File: config.mk
export PLATFORM = sky130hd
export DESIGN_NAME = mem_arbiter
export DESIGN_NICKNAME = d
export VERILOG_FILES = /design/src/rtl/mem_arbiter.sv
export SDC_FILE = /design/constraint.sdc
export NUM_CORES = 1
export LEC_CHECK = 0
export ABC_CLOCK_PERIOD_IN_PS = 4200
export CORE_MARGIN = 10
export CORE_UTILIZATION = 52
export DETAILED_ROUTE_END_ITERATION = 6
export PLACE_DENSITY = 0.83
export SETUP_SLACK_MARGIN = 0.1
export SLEW_MARGIN = 25
export SYNTH_ARGS = -nofsm -noshare
export SYNTH_HDL_FRONTEND = slang
export SYNTH_SLANG_ARGS = --single-unit
File: constraint.sdc
create_clock -name clk_in -period 4.2 [get_ports clk_in]
set_clock_uncertainty 0.15 [all_clocks]
set_input_delay 0.84 -clock clk_in [delete_from_list [all_inputs] [get_ports clk_in]]
set_output_delay 0.84 -clock clk_in [all_outputs]
set_load 0.03 [all_outputs]
File: src/rtl/mem_arbiter.sv
// mem_arbiter
// Shares one byte-wide RAM port between the instruction-cache refill path
// (INS owner) and the load/store unit (DATA owner). Multi-byte accesses are
// split into 1, 2 or 4 little-endian byte transfers.
//
// Ports
//   clk_in, rst_in              clock, asynchronous active-low reset
//   rdy_in                      global enable; low freezes everything
//   io_buffer_full              UART full; stalls writes into IO space
//   flush                       aborts in-flight reads, blocks new accepts
//   mem_din/mem_dout/mem_a/mem_wr   byte RAM port (mem_wr=1 means write)
//   if_req/if_addr/if_done/if_data  instruction refill (always 4 bytes)
//   ls_req/ls_wr/ls_size/ls_addr/ls_wdata/ls_done/ls_rdata  load/store
module mem_arbiter (
    input  logic        clk_in,
    input  logic        rst_in,
    input  logic        rdy_in,
    input  logic        io_buffer_full,
    input  logic        flush,
    input  logic [7:0]  mem_din,
    output logic [7:0]  mem_dout,
    output logic [31:0] mem_a,
    output logic        mem_wr,
    input  logic        if_req,
    input  logic [31:0] if_addr,
    output logic        if_done,
    output logic [31:0] if_data,
    input  logic        ls_req,
    input  logic        ls_wr,
    input  logic [1:0]  ls_size,
    input  logic [31:0] ls_addr,
    input  logic [31:0] ls_wdata,
    output logic        ls_done,
    output logic [31:0] ls_rdata
);

    typedef enum logic [1:0] {
        ST_IDLE  = 2'd0,
        ST_READ  = 2'd1,
        ST_WRITE = 2'd2
    } state_t;

    state_t      r_state;
    logic        r_owner_data;   // 1 = DATA owns the transfer, 0 = INS
    logic        r_last_data;    // winner of the last contested arbitration
    logic [2:0]  r_k;            // bytes already completed
    logic [2:0]  r_n;            // bytes in this transfer
    logic [31:0] r_addr;
    logic [31:0] r_wdata;
    logic [31:0] r_rbuf;

    // Transfer length from the load/store size code; code 3 behaves as word.
    function automatic logic [2:0] len_of(input logic [1:0] size);
        logic [2:0] len;
        case (size)
            2'd0:    len = 3'd1;
            2'd1:    len = 3'd2;
            default: len = 3'd4;
        endcase
        return len;
    endfunction

    // Select one little-endian byte lane of a word.
    function automatic logic [7:0] byte_of(input logic [31:0] w, input logic [1:0] idx);
        logic [7:0] b;
        case (idx)
            2'd0:    b = w[7:0];
            2'd1:    b = w[15:8];
            2'd2:    b = w[23:16];
            default: b = w[31:24];
        endcase
        return b;
    endfunction

    // Replace one little-endian byte lane of a word.
    function automatic logic [31:0] put_byte(input logic [31:0] w, input logic [1:0] idx,
                                             input logic [7:0] b);
        logic [31:0] r;
        r = w;
        case (idx)
            2'd0:    r[7:0]   = b;
            2'd1:    r[15:8]  = b;
            2'd2:    r[23:16] = b;
            default: r[31:24] = b;
        endcase
        return r;
    endfunction

    // Addresses with bits [17:16] set map onto the UART.
    function automatic logic is_io(input logic [31:0] a);
        return (a[17:16] == 2'b11);
    endfunction

    logic        w_both;
    logic        w_accept;
    logic        w_grant_data;
    logic        w_req_wr;
    logic [31:0] w_req_addr;
    logic [2:0]  w_req_n;
    logic [2:0]  w_k_inc;
    logic        w_last_byte;
    logic [31:0] w_cur_addr;
    logic [31:0] w_next_addr;
    logic [31:0] w_rbuf_next;

    assign w_both       = if_req && ls_req;
    // A done pulse still on the outputs blocks acceptance for that cycle.
    assign w_accept     = (r_state == ST_IDLE) && !flush && !if_done && !ls_done &&
                          (if_req || ls_req);
    // Under contention DATA wins unless DATA won the previous contest.
    assign w_grant_data = ls_req && !(if_req && r_last_data);
    assign w_req_wr     = w_grant_data && ls_wr;
    assign w_req_addr   = w_grant_data ? ls_addr : if_addr;
    assign w_req_n      = w_grant_data ? len_of(ls_size) : 3'd4;
    assign w_k_inc      = r_k + 3'd1;
    assign w_last_byte  = (w_k_inc == r_n);
    // 32-bit adds wrap naturally past 0xFFFFFFFF.
    assign w_cur_addr   = r_addr + {29'd0, r_k};
    assign w_next_addr  = r_addr + {29'd0, w_k_inc};
    assign w_rbuf_next  = put_byte(r_rbuf, r_k[1:0], mem_din);

    // Arbitration, byte sequencing and all registered outputs.
    always_ff @(posedge clk_in or negedge rst_in) begin
        if (!rst_in) begin
            r_state      <= ST_IDLE;
            r_owner_data <= 1'b0;
            r_last_data  <= 1'b0;
            r_k          <= 3'd0;
            r_n          <= 3'd0;
            r_addr       <= 32'd0;
            r_wdata      <= 32'd0;
            r_rbuf       <= 32'd0;
            mem_dout     <= 8'd0;
            mem_a        <= 32'd0;
            mem_wr       <= 1'b0;
            if_done      <= 1'b0;
            if_data      <= 32'd0;
            ls_done      <= 1'b0;
            ls_rdata     <= 32'd0;
        end else if (rdy_in) begin
            if_done <= 1'b0;
            ls_done <= 1'b0;
            case (r_state)
                ST_IDLE: begin
                    if (w_accept) begin
                        r_owner_data <= w_grant_data;
                        if (w_both) begin
                            r_last_data <= w_grant_data;
                        end
                        r_addr  <= w_req_addr;
                        r_n     <= w_req_n;
                        r_k     <= 3'd0;
                        r_wdata <= ls_wdata;
                        r_rbuf  <= 32'd0;
                        mem_a   <= w_req_addr;
                        if (w_req_wr) begin
                            r_state  <= ST_WRITE;
                            mem_dout <= ls_wdata[7:0];
                            mem_wr   <= !(is_io(w_req_addr) && io_buffer_full);
                        end else begin
                            r_state <= ST_READ;
                            mem_wr  <= 1'b0;
                        end
                    end
                end
                ST_READ: begin
                    if (flush) begin
                        r_state <= ST_IDLE;
                        r_k     <= 3'd0;
                        mem_a   <= 32'd0;
                        mem_wr  <= 1'b0;
                    end else if (w_last_byte) begin
                        r_state <= ST_IDLE;
                        r_k     <= 3'd0;
                        mem_a   <= 32'd0;
                        if (r_owner_data) begin
                            ls_done  <= 1'b1;
                            ls_rdata <= w_rbuf_next;
                        end else begin
                            if_done <= 1'b1;
                            if_data <= w_rbuf_next;
                        end
                    end else begin
                        r_k    <= w_k_inc;
                        r_rbuf <= w_rbuf_next;
                        mem_a  <= w_next_addr;
                    end
                end
                ST_WRITE: begin
                    // mem_wr high means byte k went out this cycle; low means it
                    // was held back by a full UART and must be retried.
                    if (mem_wr) begin
                        if (w_last_byte) begin
                            r_state <= ST_IDLE;
                            r_k     <= 3'd0;
                            mem_a   <= 32'd0;
                            mem_wr  <= 1'b0;
                            ls_done <= 1'b1;
                        end else begin
                            r_k      <= w_k_inc;
                            mem_a    <= w_next_addr;
                            mem_dout <= byte_of(r_wdata, w_k_inc[1:0]);
                            mem_wr   <= !(is_io(w_next_addr) && io_buffer_full);
                        end
                    end else begin
                        mem_a    <= w_cur_addr;
                        mem_dout <= byte_of(r_wdata, r_k[1:0]);
                        mem_wr   <= !(is_io(w_cur_addr) && io_buffer_full);
                    end
                end
                default: begin
                    r_state <= ST_IDLE;
                    r_k     <= 3'd0;
                    mem_a   <= 32'd0;
                    mem_wr  <= 1'b0;
                end
            endcase
        end
    end

endmodule
==> results.md <==
- Kind of critical path: reg -> reg
- Fin Hold WS: 0.193 ns
- DRC Markers: 6
- Reg power frac: 36.7%
- Total detailed-routing wirelength: 34,400 um
- Switching power of the nets: 3.69 mW
- Pin count of the biggest net entering global routing: 73
- PostCTS Resize Cnt: 0
- Clock buffer depth: 3
- Final worst path period need: 3.39 ns
- Clock tree from TritonCTS: built
- Via count: 9,871
- Violations in the final reports: design-rule violations
- Post-Place Worst Slack: 0.587 ns
- Worst EP required: 4.50 ns
- Detail Route Antenna Nets: 0
- Number of antenna violations at the first check in global routing: 1
- Area inside the core boundary: 21,000 um2
- Setup TNS: 0 ns
- Area of combinational cells with multiple inputs: 5240 um2
- Area post-placement: 13,400 um2
- # clock sinks: 213
- Drt first-iter violations: 1,179
- Max Clock Freq: 295 MHz
- Count of yosys warnings during synthesis: 0
- CP startpoint kind: flip-flop
- Post-route design area: 14,200 um2
- CTS clk-pin slew, worst paths: 0.07 ns
- Overall die area: 27,400 um2
- Final setup vio count: 0
- Measured slew at the worst slew-check pin: 0.804 ns
- Area fraction of the dominant cell type after synthesis: 48.4%
- EDFF count, synth: 0
- Area overhead of the layout relative to synthesis: 28.5%
- Utilization after layout: 67.5%
- Worst slew slack as a fraction of its limit: 46.4%
- Class of the tightest hold or removal check: in -> async
- Result of the run: complete, but fails checks
- Maximum single-stage delay on the critical path: 0.57 ns
- Cell accounting for the most synthesized area: sky130_fd_sc_hd__dfrtp_1
- Worst Path Arrival: 3.68 ns
- Post-layout nets: 1,487
- Number of maximum-capacitance constraint violations: 0
- Power share of the combinational group: 40.1%
- First-pass GRT wire length: 53,800 um
- Cell internal pwr: 5.43 mW
- Average footprint of a synthesized cell: 9.32 um2
- DR pass1 iterations: 7
- Number of cells produced by synthesis: 1,182
- DR WL/cell: 20.9 um
- Final HPWL from detailed placement: 24,700 um
- Sequential-to-total area share from yosys stat: 48.4%
- Count of pins on the block boundary: 221
- Number of buffer cells added on primary ports: 220
- Cell area power density: 644 nW/um2
- VDD IR max: 461 uV
- Share of post-route cells with drive strength above 1: 6.79%
- Total grt overflow: 0
- Die extent in x: 166 um
- H-tree Lvls: 1
- Final number of max-transition violations: 0
- Count of filler cells inserted in the layout: 1,675
- Most instantiated flip-flop cell in the synthesis netlist: sky130_fd_sc_hd__dfrtp_1
- Net Sw Frac: 40.5%
- Via count of the first global-routing pass: 9,937
- Latest clock arrival within the worst-skew pair: 0.51 ns
- Largest delay contributor family on the critical path: compound AO/OA/AOI/OAI gates
- Bufs and invs on worst path: 2
- Number of library cell types mapped by synthesis: 72
- Proportion of synthesized flip-flops having asynchronous set or reset: 100%
- Seq. cell area: 5330 um2
- Synth area leaders: sky130_fd_sc_hd__dfrtp_1 (48%), sky130_fd_sc_hd__nand2_1 (8.7%), sky130_fd_sc_hd__mux2i_1 (5.4%)
- Num CTS Buffers: 22
- Worst-case setup margin in the final layout: 0.813 ns
- Endpoint type of the worst setup path: flip-flop
- Syn Nets: 1,315
- Clock power frac: 23.2%
- Series of cell instances along the critical path: inv_1 -> ha_1 -> o211ai_1 -> o41a_1 -> or2_1 -> buf_4 -> a311oi_1 -> a221o_1
- DIE HEIGHT: 166 um
- Last weighted congestion value of the routability-driven placer: 0.911
- Vias per cell: 6.00
- Clk root buf: sky130_fd_sc_hd__clkbuf_16
- Slowest library cell on the worst path: sky130_fd_sc_hd__ha_1
- Pleak: 6.16 nW
- Final count of hold timing violations: 0
- Postcts setup bufs: 0
- Hold-fix buffers, CTS: 0
- Global-route total usage across every layer: 24.4%
- Diode count: 0
- Biggest fanout along the worst timing path: 15
- Total of flip-flops plus latches after synthesis: 213
- Mapped cell area: 11,000 um2
- Std cell rows: 53
- Effective utilization at floorplan: 52.5%
- Final critical-path share of the clock period: 80.7%
- Setup repair after global routing missed its margin: no
-- layout make-up --
class / instances / area share, %
multi-input combinational: 858 / 37.1
timing repair buffer: 244 / 16.9
tap: 275 / 2.43
inverter: 15 / 0.398
sequential: 213 / 37.7
clock buffer: 26 / 4.22
clock inverter: 14 / 1.29
-- synth_stat cells, types with 17 or more instances --
| cell type | count |
|---|---|
| sky130_fd_sc_hd__a21oi_1 | 59 |
| sky130_fd_sc_hd__a222oi_1 | 23 |
| sky130_fd_sc_hd__a22o_1 | 35 |
| sky130_fd_sc_hd__buf_2 | 17 |
| sky130_fd_sc_hd__clkbuf_1 | 62 |
| sky130_fd_sc_hd__dfrtp_1 | 213 |
| sky130_fd_sc_hd__ha_1 | 17 |
| sky130_fd_sc_hd__mux2i_1 | 59 |
| sky130_fd_sc_hd__nand2_1 | 255 |
| sky130_fd_sc_hd__nor2_1 | 70 |
| sky130_fd_sc_hd__nor3_1 | 23 |
| sky130_fd_sc_hd__o21ai_0 | 106 |
| sky130_fd_sc_hd__xnor2_1 | 19 |
| sky130_fd_sc_hd__xor2_1 | 17 |
-- cell usage in the layout (no fill, tap or decap), types with 17 or more instances in the layout --
cell / n
sky130_fd_sc_hd__buf_4: 23
sky130_fd_sc_hd__a22o_1: 35
sky130_fd_sc_hd__clkdlybuf4s50_1: 219
sky130_fd_sc_hd__nand2_1: 255
sky130_fd_sc_hd__xnor2_1: 19
sky130_fd_sc_hd__mux2i_1: 59
sky130_fd_sc_hd__dfrtp_1: 213
sky130_fd_sc_hd__nor3_1: 23
sky130_fd_sc_hd__xor2_1: 17
sky130_fd_sc_hd__o21ai_0: 106
sky130_fd_sc_hd__a21oi_1: 59
sky130_fd_sc_hd__ha_1: 17
sky130_fd_sc_hd__nor2_1: 70
sky130_fd_sc_hd__clkbuf_16: 23
sky130_fd_sc_hd__a222oi_1: 23
-- state kept, by name, summed over array words and instances (netlist names), 2 cells and up --
signal    cells
mem_a        32
ls_rdata     32
mem_dout      8
r_addr       32
r_wdata      32
r_k           3
r_state       2
r_rbuf       32
r_n           3
if_data      32
-- worst register-to-register path, stage by stage, from the launching register on --
cell and delay [ns]:
sky130_fd_sc_hd__dfrtp_1 0.42, sky130_fd_sc_hd__inv_1 0.10, sky130_fd_sc_hd__ha_1 0.57, sky130_fd_sc_hd__o211ai_1 0.35, sky130_fd_sc_hd__o41a_1 0.52, sky130_fd_sc_hd__or2_1 0.46, sky130_fd_sc_hd__buf_4 0.29, sky130_fd_sc_hd__a311oi_1 0.31
sky130_fd_sc_hd__a221o_1 0.17
-- stage by stage --
step	instances	total power, mW
2_1_floorplan	1182	5.55
3_3_place_gp	1605	6.86
3_5_place_dp	1605	6.95
4_1_cts	1645	9.10
5_1_grt	1645	9.60
6_report	1645	9.12
-- worst paths after layout --
check	end	slack (ns)	depth (start not counted)	start
worst max register to register	mem_a[28]	0.81	8	r_state[0]
worst max-delay path	mem_a[28]	0.81	8	r_state[0]
worst min-delay path	ls_rdata[10]	0.19	1	rst_in
min in group clk_in	mem_dout[6]	0.33	2	mem_dout[6]
max in group asynchronous	if_data[5]	2.72	2	rst_in
worst min register to register	mem_dout[6]	0.33	2	mem_dout[6]
-- cell families (layout without fill, tap and decap cells) --
kind of cell | after synthesis | count (layout) | synth area share (%)
compound gates | 306 | 306 | 18.8
xor+xnor | 37 | 37 | 3.08
fa+ha+maj | 19 | 19 | 2.30
buf+inv | 111 | 299 | 4.15
flops | 213 | 213 | 48.4
mux | 66 | 66 | 6.08
simple gates | 430 | 430 | 17.2
-- metal layers --
layer / GRT usage [%] / part of all wire (%) / vias up
li1: - / - / 4553
met1: 31.2 / 40 / 4759
met2: 41.0 / 48 / 488
met3: 4.24 / 8.3 / 69
met4: 8.18 / 2.8 / 2
met5: 0 / 0.038 / -
-- power by group through the flow --
stage | combinational (mW) | sequential, mW | clock (mW)
after detailed placement | 3.61 | 3.34 | 0
after global routing | 3.98 | 3.41 | 2.21
final | 3.66 | 3.34 | 2.11
after CTS | 3.65 | 3.31 | 2.14
after floorplan | 1.96 | 3.60 | 0
after global placement | 3.53 | 3.33 | 0
No activity file was read; power rests on OpenSTA's default activity.
